--- src/rtl/mips_mc_ctrl.sv ---
// Multicycle MIPS control unit with variable-latency memory and text-print handshakes and a sticky fault state.
// Optional feature: define MIPS_MC_IMMEXT_EN to decode andi/slti through the IMMEX state.
module mips_mc_ctrl #(
  parameter int unsigned NUM_TXT_CH = 2,
  parameter int unsigned TIMEOUT    = 255,
  localparam int unsigned CHW       = (NUM_TXT_CH > 1) ? $clog2(NUM_TXT_CH) : 1
) (
  input  logic                  clk,
  input  logic                  reset,
  input  logic [5:0]            op,
  input  logic [5:0]            funct,
  input  logic [CHW-1:0]        chsel,
  input  logic                  zero,
  input  logic                  mem_ready,
  input  logic [NUM_TXT_CH-1:0] txt_ready,
  output logic                  pcen,
  output logic                  memread,
  output logic                  memwrite,
  output logic                  irwrite,
  output logic                  regwrite,
  output logic                  alusrca,
  output logic                  iord,
  output logic                  memtoreg,
  output logic                  regdst,
  output logic                  jal,
  output logic [1:0]            pcsrc,
  output logic [2:0]            alusrcb,
  output logic [2:0]            alucontrol,
  output logic [NUM_TXT_CH-1:0] txt_valid,
  output logic                  fault,
  output logic [4:0]            state_dbg
);

  localparam int unsigned CW = 16;

  localparam logic [5:0] OP_RTYPE = 6'b000000;
  localparam logic [5:0] OP_LW    = 6'b100011;
  localparam logic [5:0] OP_SW    = 6'b101011;
  localparam logic [5:0] OP_BEQ   = 6'b000100;
  localparam logic [5:0] OP_BNE   = 6'b000101;
  localparam logic [5:0] OP_ADDI  = 6'b001000;
  localparam logic [5:0] OP_ORI   = 6'b001101;
  localparam logic [5:0] OP_ANDI  = 6'b001100;
  localparam logic [5:0] OP_SLTI  = 6'b001010;
  localparam logic [5:0] OP_J     = 6'b000010;
  localparam logic [5:0] OP_JAL   = 6'b000011;
  localparam logic [5:0] OP_TEXTP = 6'b101010;

  localparam logic [5:0] FN_JR  = 6'b001000;
  localparam logic [5:0] FN_ADD = 6'b100000;
  localparam logic [5:0] FN_SUB = 6'b100010;
  localparam logic [5:0] FN_AND = 6'b100100;
  localparam logic [5:0] FN_OR  = 6'b100101;
  localparam logic [5:0] FN_SLT = 6'b101010;

  localparam logic [2:0] ALU_ADD = 3'b010;
  localparam logic [2:0] ALU_SUB = 3'b110;
  localparam logic [2:0] ALU_AND = 3'b000;
  localparam logic [2:0] ALU_OR  = 3'b001;
  localparam logic [2:0] ALU_SLT = 3'b111;

  typedef enum logic [4:0] {
    FETCH   = 5'd0,  DECODE  = 5'd1,  MEMADR = 5'd2,  MEMRD  = 5'd3,
    MEMWB   = 5'd4,  MEMWR   = 5'd5,  RTYPEEX = 5'd6, RTYPEWB = 5'd7,
    BEQEX   = 5'd8,  ADDIEX  = 5'd9,  IWB    = 5'd10, JEX    = 5'd11,
    BNEEX   = 5'd12, ORIEX   = 5'd13, JALEX  = 5'd14, JREX   = 5'd15,
    TEXTEX  = 5'd16, FAULT   = 5'd17, IMMEX  = 5'd18
  } state_t;

  state_t          state, state_n, ostate;
  logic [CHW-1:0]  chsel_q;
  logic [CW-1:0]   wcnt;
  logic            waiting_c, rdy_c, tmo_c;
  logic            pcwrite_c, branch_c, brne_c;

  function automatic logic [2:0] rtype_alu(input logic [5:0] fn);
    case (fn)
      FN_SUB:  rtype_alu = ALU_SUB;
      FN_AND:  rtype_alu = ALU_AND;
      FN_OR:   rtype_alu = ALU_OR;
      FN_SLT:  rtype_alu = ALU_SLT;
      default: rtype_alu = ALU_ADD;
    endcase
  endfunction

  // Ready input of the current wait state and timeout detection; ready beats timeout
  always_comb begin
    waiting_c = 1'b0;
    rdy_c     = 1'b1;
    case (state)
      FETCH, MEMRD, MEMWR: begin
        waiting_c = 1'b1;
        rdy_c     = mem_ready;
      end
      TEXTEX: begin
        waiting_c = 1'b1;
        rdy_c     = txt_ready[chsel_q];
      end
      default: ;
    endcase
    tmo_c = waiting_c && !rdy_c && (TIMEOUT != 0) && (wcnt == CW'(TIMEOUT));
  end

  // Next-state logic
  always_comb begin
    state_n = state;
    case (state)
      FETCH:   if (tmo_c) state_n = FAULT; else if (mem_ready) state_n = DECODE;
      DECODE: begin
        case (op)
          OP_LW, OP_SW: state_n = MEMADR;
          OP_RTYPE: begin
            case (funct)
              FN_JR:                                   state_n = JREX;
              FN_ADD, FN_SUB, FN_AND, FN_OR, FN_SLT:   state_n = RTYPEEX;
              default:                                 state_n = FAULT;
            endcase
          end
          OP_BEQ:   state_n = BEQEX;
          OP_BNE:   state_n = BNEEX;
          OP_ADDI:  state_n = ADDIEX;
          OP_ORI:   state_n = ORIEX;
          OP_J:     state_n = JEX;
          OP_JAL:   state_n = JALEX;
          OP_TEXTP: state_n = (32'(chsel) < NUM_TXT_CH) ? TEXTEX : FAULT;
`ifdef MIPS_MC_IMMEXT_EN
          OP_ANDI, OP_SLTI: state_n = IMMEX;
`else
          OP_ANDI, OP_SLTI: state_n = FAULT;
`endif
          default:  state_n = FAULT;
        endcase
      end
      MEMADR:  state_n = (op == OP_SW) ? MEMWR : MEMRD;
      MEMRD:   if (tmo_c) state_n = FAULT; else if (mem_ready) state_n = MEMWB;
      MEMWR:   if (tmo_c) state_n = FAULT; else if (mem_ready) state_n = FETCH;
      TEXTEX:  if (tmo_c) state_n = FAULT; else if (rdy_c) state_n = FETCH;
      RTYPEEX: state_n = RTYPEWB;
      ADDIEX, ORIEX: state_n = IWB;
`ifdef MIPS_MC_IMMEXT_EN
      IMMEX:   state_n = IWB;
`else
      IMMEX:   state_n = FAULT;
`endif
      MEMWB, RTYPEWB, IWB, BEQEX, BNEEX, JEX, JALEX, JREX: state_n = FETCH;
      FAULT:   state_n = FAULT;
      default: state_n = FAULT;
    endcase
  end

  always_ff @(posedge clk) begin
    if (!reset) begin
      state   <= FETCH;
      wcnt    <= '0;
      chsel_q <= '0;
    end else begin
      state <= state_n;
      if (state == DECODE) chsel_q <= chsel;
      if (state_n != state)                              wcnt <= '0;
      else if (waiting_c && !rdy_c && wcnt != {CW{1'b1}}) wcnt <= wcnt + CW'(1);
    end
  end

  // Output decode; during reset the FETCH encoding is shown with all strobes gated off
  always_comb begin
    ostate     = reset ? state : FETCH;
    pcwrite_c  = 1'b0;
    branch_c   = 1'b0;
    brne_c     = 1'b0;
    memread    = 1'b0;
    memwrite   = 1'b0;
    irwrite    = 1'b0;
    regwrite   = 1'b0;
    alusrca    = 1'b0;
    iord       = 1'b0;
    memtoreg   = 1'b0;
    regdst     = 1'b0;
    jal        = 1'b0;
    pcsrc      = 2'b00;
    alusrcb    = 3'b000;
    alucontrol = ALU_ADD;
    txt_valid  = '0;
    case (ostate)
      FETCH: begin
        memread   = 1'b1;
        alusrcb   = 3'b001;
        irwrite   = mem_ready;
        pcwrite_c = mem_ready;
      end
      DECODE:  alusrcb = 3'b011;
      MEMADR: begin
        alusrca = 1'b1;
        alusrcb = 3'b010;
      end
      MEMRD: begin
        memread = 1'b1;
        iord    = 1'b1;
      end
      MEMWR: begin
        memwrite = 1'b1;
        iord     = 1'b1;
      end
      MEMWB: begin
        regwrite = 1'b1;
        memtoreg = 1'b1;
      end
      RTYPEEX: begin
        alusrca    = 1'b1;
        alucontrol = rtype_alu(funct);
      end
      RTYPEWB: begin
        regwrite = 1'b1;
        regdst   = 1'b1;
      end
      ADDIEX: begin
        alusrca = 1'b1;
        alusrcb = 3'b010;
      end
      ORIEX: begin
        alusrca    = 1'b1;
        alusrcb    = 3'b100;
        alucontrol = ALU_OR;
      end
`ifdef MIPS_MC_IMMEXT_EN
      IMMEX: begin
        alusrca = 1'b1;
        if (op == OP_SLTI) begin
          alusrcb    = 3'b010;
          alucontrol = ALU_SLT;
        end else begin
          alusrcb    = 3'b100;
          alucontrol = ALU_AND;
        end
      end
`endif
      IWB:     regwrite = 1'b1;
      BEQEX, BNEEX: begin
        alusrca    = 1'b1;
        alucontrol = ALU_SUB;
        branch_c   = 1'b1;
        brne_c     = (ostate == BNEEX);
        pcsrc      = 2'b01;
      end
      JEX: begin
        pcwrite_c = 1'b1;
        pcsrc     = 2'b10;
      end
      JALEX: begin
        pcwrite_c = 1'b1;
        pcsrc     = 2'b10;
        jal       = 1'b1;
        regwrite  = 1'b1;
      end
      JREX: begin
        pcwrite_c = 1'b1;
        pcsrc     = 2'b11;
      end
      TEXTEX:  txt_valid = NUM_TXT_CH'(1) << chsel_q;
      default: ;
    endcase
    pcen = pcwrite_c | (branch_c & (zero ^ brne_c));
    if (!reset) begin
      pcen      = 1'b0;
      irwrite   = 1'b0;
      regwrite  = 1'b0;
      memwrite  = 1'b0;
      memread   = 1'b0;
      txt_valid = '0;
    end
  end

  assign fault     = reset && (state == FAULT);
  assign state_dbg = state;

endmodule

--- config.mk ---
export PLATFORM = sky130hd
export DESIGN_NAME = mips_mc_ctrl
export DESIGN_NICKNAME = d
export VERILOG_FILES = /design/src/rtl/mips_mc_ctrl.sv
export SDC_FILE = /design/constraint.sdc
export NUM_CORES = 1
export LEC_CHECK = 0
export BUFFER_PORTS_ARGS = -buffer_cell sky130_fd_sc_hd__clkbuf_2
export CAP_MARGIN = 25
export CORE_ASPECT_RATIO = 0.75
export CORE_UTILIZATION = 45
export DETAILED_ROUTE_END_ITERATION = 6
export GPL_TIMING_DRIVEN = 1
export PLACE_DENSITY = 0.68
export SLEW_MARGIN = 20
export SYNTH_ARGS = -nofsm -noshare
export SYNTH_HDL_FRONTEND = slang
export SYNTH_SLANG_ARGS = --single-unit
--- constraint.sdc ---
create_clock -name clk -period 3.25 [get_ports clk]
set_clock_uncertainty 0.2 [all_clocks]
set_input_delay 0.4875 -clock clk [delete_from_list [all_inputs] [get_ports clk]]
set_output_delay 0.4875 -clock clk [all_outputs]
set_load 0.005 [all_outputs]
# After elaboration in Yosys (flattened, before gate mapping)
# Cells that the tools add are included.
dict set report totals {
  register_bits 22
  output_inout_bits 26
  input_bits 19
}
dict set report op_classes {
  n_reduce_logical 23
  muxes 40
  n_bitwise 4
  n_eq_ne 51
  n_lt_le_gt_ge 1
  add_sub_neg 1
  shifts 1
}
# cell count
set ops {}
lappend ops {{$pmux 5 s9} 2}
lappend ops {{$eq 5x4->1 const B} 16}
lappend ops {{$eq 6x6->1 const B} 8}
lappend ops {{$mux 5} 9}
lappend ops {{$eq 5x3->1 const B} 8}
lappend ops {{$pmux 3 s4} 2}
lappend ops {{$eq 5x2->1 const B} 4}
lappend ops {{$mux 1} 19}
lappend ops {{$eq 6x4->1 const B} 3}
lappend ops {{$add 16x1->16 const B} 1}
lappend ops {{$eq 16x8->1 const B} 1}
lappend ops {{$ne 16x16->1 const B} 1}
lappend ops {{$reduce_or 2->1} 8}
lappend ops {{$eq 5x5->1 const B} 3}
lappend ops {{$eq 6x2->1 const B} 2}
lappend ops {{$eq 6x3->1 const B} 2}
lappend ops {{$eq 5x1->1 const B} 2}
lappend ops {{$logic_not 5->1} 2}
lappend ops {{$pmux 5 s2} 1}
lappend ops {{$pmux 3 s3} 1}
lappend ops {{$reduce_or 4->1} 2}
lappend ops {{$reduce_or 8->1} 1}
lappend ops {{$logic_not 6->1} 1}
lappend ops {{$pmux 2 s3} 1}
lappend ops {{other kinds (15)} 21}

# Longest topological paths before layout
dict set report depth {
  word_depth 10
  mapped_depth 10
}

# Worst setup path after synthesis
# Ideal clock, no wire load.
dict set report synth_path {
  path_kind {input port to flip-flop}
  startpoint {in funct[1]}
  endpoint {reg wcnt[10]}
  n_path_buf 1
  t_arrival_ns 2.319
  required_time_ns 2.923
  path_slack_ns 0.605
  path_stages 8
  setup_ns 0.127
  cell_sequence {or4b_2 -> nand3_1 -> nand2_1 -> o31ai_1 -> a31oi_2 -> xnor2_2 -> buf_2 -> nor4_2}
}
dict set report synth_via {
  elab_chain_cells 7
  elab_cells_between_ends 12
  cone_classes {eq/ne: 7; mux: 3; reduce/logical: 2}
}
# element line_no
set synth_rtl {}
lappend synth_rtl {{from (decl)} 11} ;# input logic [5:0] funct,
lappend synth_rtl {{$eq 6x6->1} 113} ;# case (funct)
lappend synth_rtl {{$reduce_or 5->1} 113}
lappend synth_rtl {{$pmux 5 s2 (*)} 113}
lappend synth_rtl {{$pmux 5 s9 (*)} 110} ;# case (op)
lappend synth_rtl {{$pmux 5 s9 (*)} 107} ;# case (state)
lappend synth_rtl {{$ne 5x5->1 (*)} 159} ;# if (state_n != state) wcnt <= '0;
lappend synth_rtl {{$reduce_or 2->1 (no line) (*)} n/a}
lappend synth_rtl {{to (signal assigned)} 160} ;# else if (waiting_c && !rdy_c && wcnt != {CW{1'b1}}) wcnt <= wcnt + CW'(1);
lappend synth_rtl {{to (decl)} 72} ;# logic [CW-1:0] wcnt;
# Mark *: on every way between the ends. The rest lies on a longest branch, timed or not.
# A chain may end at the register's enable or synchronous reset.

# Final worst setup path
dict set report layout_path {
  startpoint {reg state[2], in the netlist state_dbg[2]}
  endpoint {reg wcnt[11]}
}
dict set report layout_via {
  elab_chain_cells 10
  elab_cells_between_ends 38
  cone_classes {eq/ne: 17; mux: 11; reduce/logical: 10}
}
# element line_no
set layout_rtl {}
lappend layout_rtl {{from (decl)} 70} ;# state_t state, state_n, ostate;
lappend layout_rtl {{from (signal assigned)} 157} ;# state <= state_n;
lappend layout_rtl {{$eq 5x3->1 (tied with other cells)} {90, 107}}
lappend layout_rtl {{$reduce_or 3->1} 90} ;# case (state)
lappend layout_rtl {{$pmux 1 s2} 90}
lappend layout_rtl {{$logic_not 1->1} {101, 160}}
lappend layout_rtl {{$logic_and 1x1->1} {101, 160}}
lappend layout_rtl {{$logic_and 1x1->1} 101} ;# tmo_c = waiting_c && !rdy_c && (TIMEOUT != 0) && (wcnt == CW'(TIMEOUT));
lappend layout_rtl {{$mux 5, on equally long branches} n/a}
lappend layout_rtl {{$pmux 5 s9} 107}
lappend layout_rtl {{$ne 5x5->1} 159}
lappend layout_rtl {{$reduce_or 2->1 (no line)} n/a}
# Parallel ways exist; a longest one is shown, timed or not.

==> results.sh <==
export IMPL_drv_slew=0
export IMPL_synthFlopType="dfxtp_1"
export IMPL_hold_viol_final=0
export IMPL_cp_required_ps=3230
export IMPL_layout_min_cycle_time_ps=2910
export IMPL_cts_hold_buf=0
export IMPL_cts_root_buf="clkbuf_8"
export IMPL_grt_use_met1=0.367
export IMPL_drtIter0Drc=185
export IMPL_synth_cell_type_count=61
export IMPL_synth_cells=267
export IMPL_min_period_over_period=0.895
export IMPL_yosys_warnings=0
export IMPL_crit_start="state_dbg[2]"
export IMPL_fmax_ghz=0.344
export IMPL_synth_top_cells_by_area="dfxtp_1 22%, nor4_2 6.7%, xnor2_1 6.4%"
export IMPL_synthesis_area_sq_um=2050
export IMPL_num_antenna_cells=0
export IMPL_setup_tns_ps=0
export IMPL_p_leak_nw=0.856
export IMPL_drc_errors=0
export IMPL_nets=331
export IMPL_wl_mm=5.31
export IMPL_r2r_end="wcnt[11]"
export IMPL_slew_headroom=0.639
export IMPL_slowest_delay_ps=670
export IMPL_irDropWorstVdd_mv=0.196
export IMPL_viasPerCell=5.95
export IMPL_cts_buffers=3
export IMPL_path_class="reg2reg"
export IMPL_die_x_microns=79.9
export IMPL_initial_core_util=0.487
export IMPL_clockBufferDepth=2
export IMPL_yosys_area_top_type_share=0.215
export IMPL_synthArstFlopShare=0
export IMPL_globalplace_congestion=0.850
export IMPL_holdPathStages=3
export IMPL_rsz0062_at_grt="false"
export IMPL_cts_tree="done"
export IMPL_num_rows=20
export IMPL_cts_max_level=1
export IMPL_cp_slowest_cell="dfxtp_1"
export IMPL_avgSynthCellArea_sq_um=7.67
export IMPL_synth_seq_area_share=0.215
export IMPL_cts_resized=0
export IMPL_startpoint_type="register"
export IMPL_finalSetupViolations=0
export IMPL_grt_busiest_layer="met1"
export IMPL_critPathArrivalTime_ps=2890
export IMPL_overflow=0
export IMPL_wl_per_cell_microns=14.6
export IMPL_hold_class="in2reg"
export IMPL_cp_cell_sequence="nor4bb_1, a2bb2oi_2, a211oi_2, o21ai_1, a31oi_2, xnor2_2, buf_6, nor4_1"
export IMPL_use_met3=0.0271
export IMPL_coreArea_sq_um=4200
export IMPL_clkTransAtPathRegs_ps=80
export IMPL_critPathMaxFanout=15
export IMPL_grt_pass1_wl_mm=8.55
export IMPL_end_kind="register"
export IMPL_grt_usage=0.226
export IMPL_use_met2=0.314
export IMPL_clock_sinks=22
export IMPL_status="complete, no violations"
export IMPL_cap_viol_max_count=0
export IMPL_r2r_start="state_dbg[2]"
export IMPL_dr_pass1_iters=5
export IMPL_ios=45
export IMPL_grt_pass1_vias=1706
export IMPL_synth_seq_cells=22
export IMPL_rrSetupSlack_ps=340
export IMPL_areaGrowthSynthToFinish_pct=17.0
export IMPL_endpoint="wcnt[11]"
export IMPL_ant_nets=0
export IMPL_synth_net_count=287
export IMPL_vias=2173
export IMPL_synth_edf_count=0
export IMPL_die_area_sq_um=4830
export IMPL_portBuffers=44
export IMPL_clk_latency_ps=270
export IMPL_grt_antenna_before_repair=0
export IMPL_synth_top_area_cell="dfxtp_1"
export IMPL_place_hpwl_mm=3.98
export IMPL_tightest_slew_ps=540
export IMPL_fill_cells=396
export IMPL_die_h_microns=60.4
export IMPL_final_layout_size_suffix_gt1_frac=0.281
export IMPL_grt_max_degree=17
export IMPL_r2r_worst_path_cells=8
export IMPL_finalHoldWorstSlack_ps=272
export IMPL_cts_setup_buffers=0
export IMPL_power_density_nw_per_um2=366
-- cells in the mapped netlist, types with 3 or more instances --
cell type  instances
a21oi_1           11
and2_1             3
and3_1             4
buf_2              3
buf_6              4
clkbuf_1           8
dfxtp_1           22
inv_1              8
mux2i_1            4
nand2_1           21
nand2b_1           7
nand3_1           14
nand4_1            6
nor2_1            30
nor2b_1            7
nor3_1             7
nor4_1            16
nor4_2            11
o21a_1             3
o21ai_0           10
xnor2_1           15
-- worst min-delay path by stage --
stage               to  slack, ps  startpoint
2_1_floorplan  wcnt[1]        310     wcnt[1]
3_3_place_gp   wcnt[1]        350     wcnt[1]
3_5_place_dp   wcnt[1]        340     wcnt[1]
4_1_cts        chsel_q        290       chsel
5_1_grt        chsel_q        320       chsel
6_report       chsel_q        270       chsel
-- kinds of logic after synthesis --
| family | after synthesis | synth area share |
|---|---|---|
| simple gates | 148 | 0.435 |
| compound gates | 48 | 0.170 |
| buf+inv | 24 | 0.0623 |
| flops | 22 | 0.215 |
| xor+xnor | 18 | 0.0806 |
| mux | 6 | 0.0305 |
| fa+ha+maj | 1 | 0.00611 |
-- flip-flops by register name, indices dropped and copies added, names as in the netlist --
register,cells
state_dbg,5
chsel_q,1
wcnt,16
-- where the power goes --
| part | switching [mW] | total (mW) | leakage [nW] | internal [mW] |
|---|---|---|---|---|
| logic | 0.193 | 0.322 | 0.643 | 0.130 |
| registers | 0.0167 | 0.297 | 0.178 | 0.280 |
| clock network | 0.0923 | 0.257 | 0.0357 | 0.165 |
-- layout by cell type (no fill, tap or decap), types with 8 or more instances in the layout --
cell type and instances:
a21oi_1 11, buf_4 10, clkbuf_2 44, dfxtp_1 22
inv_1 8, nand2_1 21, nand3_1 14, nor2_1 30
nor4_1 16, nor4_2 11, o21ai_0 10, xnor2_1 15
-- layout make-up --
class	instances	area, sq um	area share
inverter	8	30.0	0.0125
clock inverter	1	30.0	0.0125
multi-input combinational	221	1480	0.617
clock buffer	3	41.3	0.0172
sequential	22	440	0.184
tap	55	68.8	0.0287
timing repair buffer	55	307	0.128
-- through the flow --
stage                     setup slack, ps  utilization  cells  cell area (sq um)  total power [mW]
final                                 342        0.570    365               2400             0.876
after floorplan                       605            -    267               2050             0.534
after CTS                             293        0.568    364               2390             0.871
after global routing                  185        0.570    365               2400             0.919
after detailed placement             13.9        0.551    360               2310             0.618
after global placement               66.0        0.551    360               2310             0.617
-- layer usage --
layer	share of wire	up-vias
met1	0.54	1025
met3	0.063	4
met5	0	-
met2	0.39	68
li1	-	1076
met4	0.0087	0
-- worst max-delay path: cells and delay by family (launching register included) --
| family | cells | cell delay [ps] |
|---|---|---|
| AO/OA/AOI/OAI | 4 | 840 |
| XOR/XNOR | 1 | 170 |
| buffers and inverters | 1 | 210 |
| flip-flops | 1 | 670 |
| AND/OR/NAND/NOR | 2 | 720 |
(Power assumes the default switching activity.)
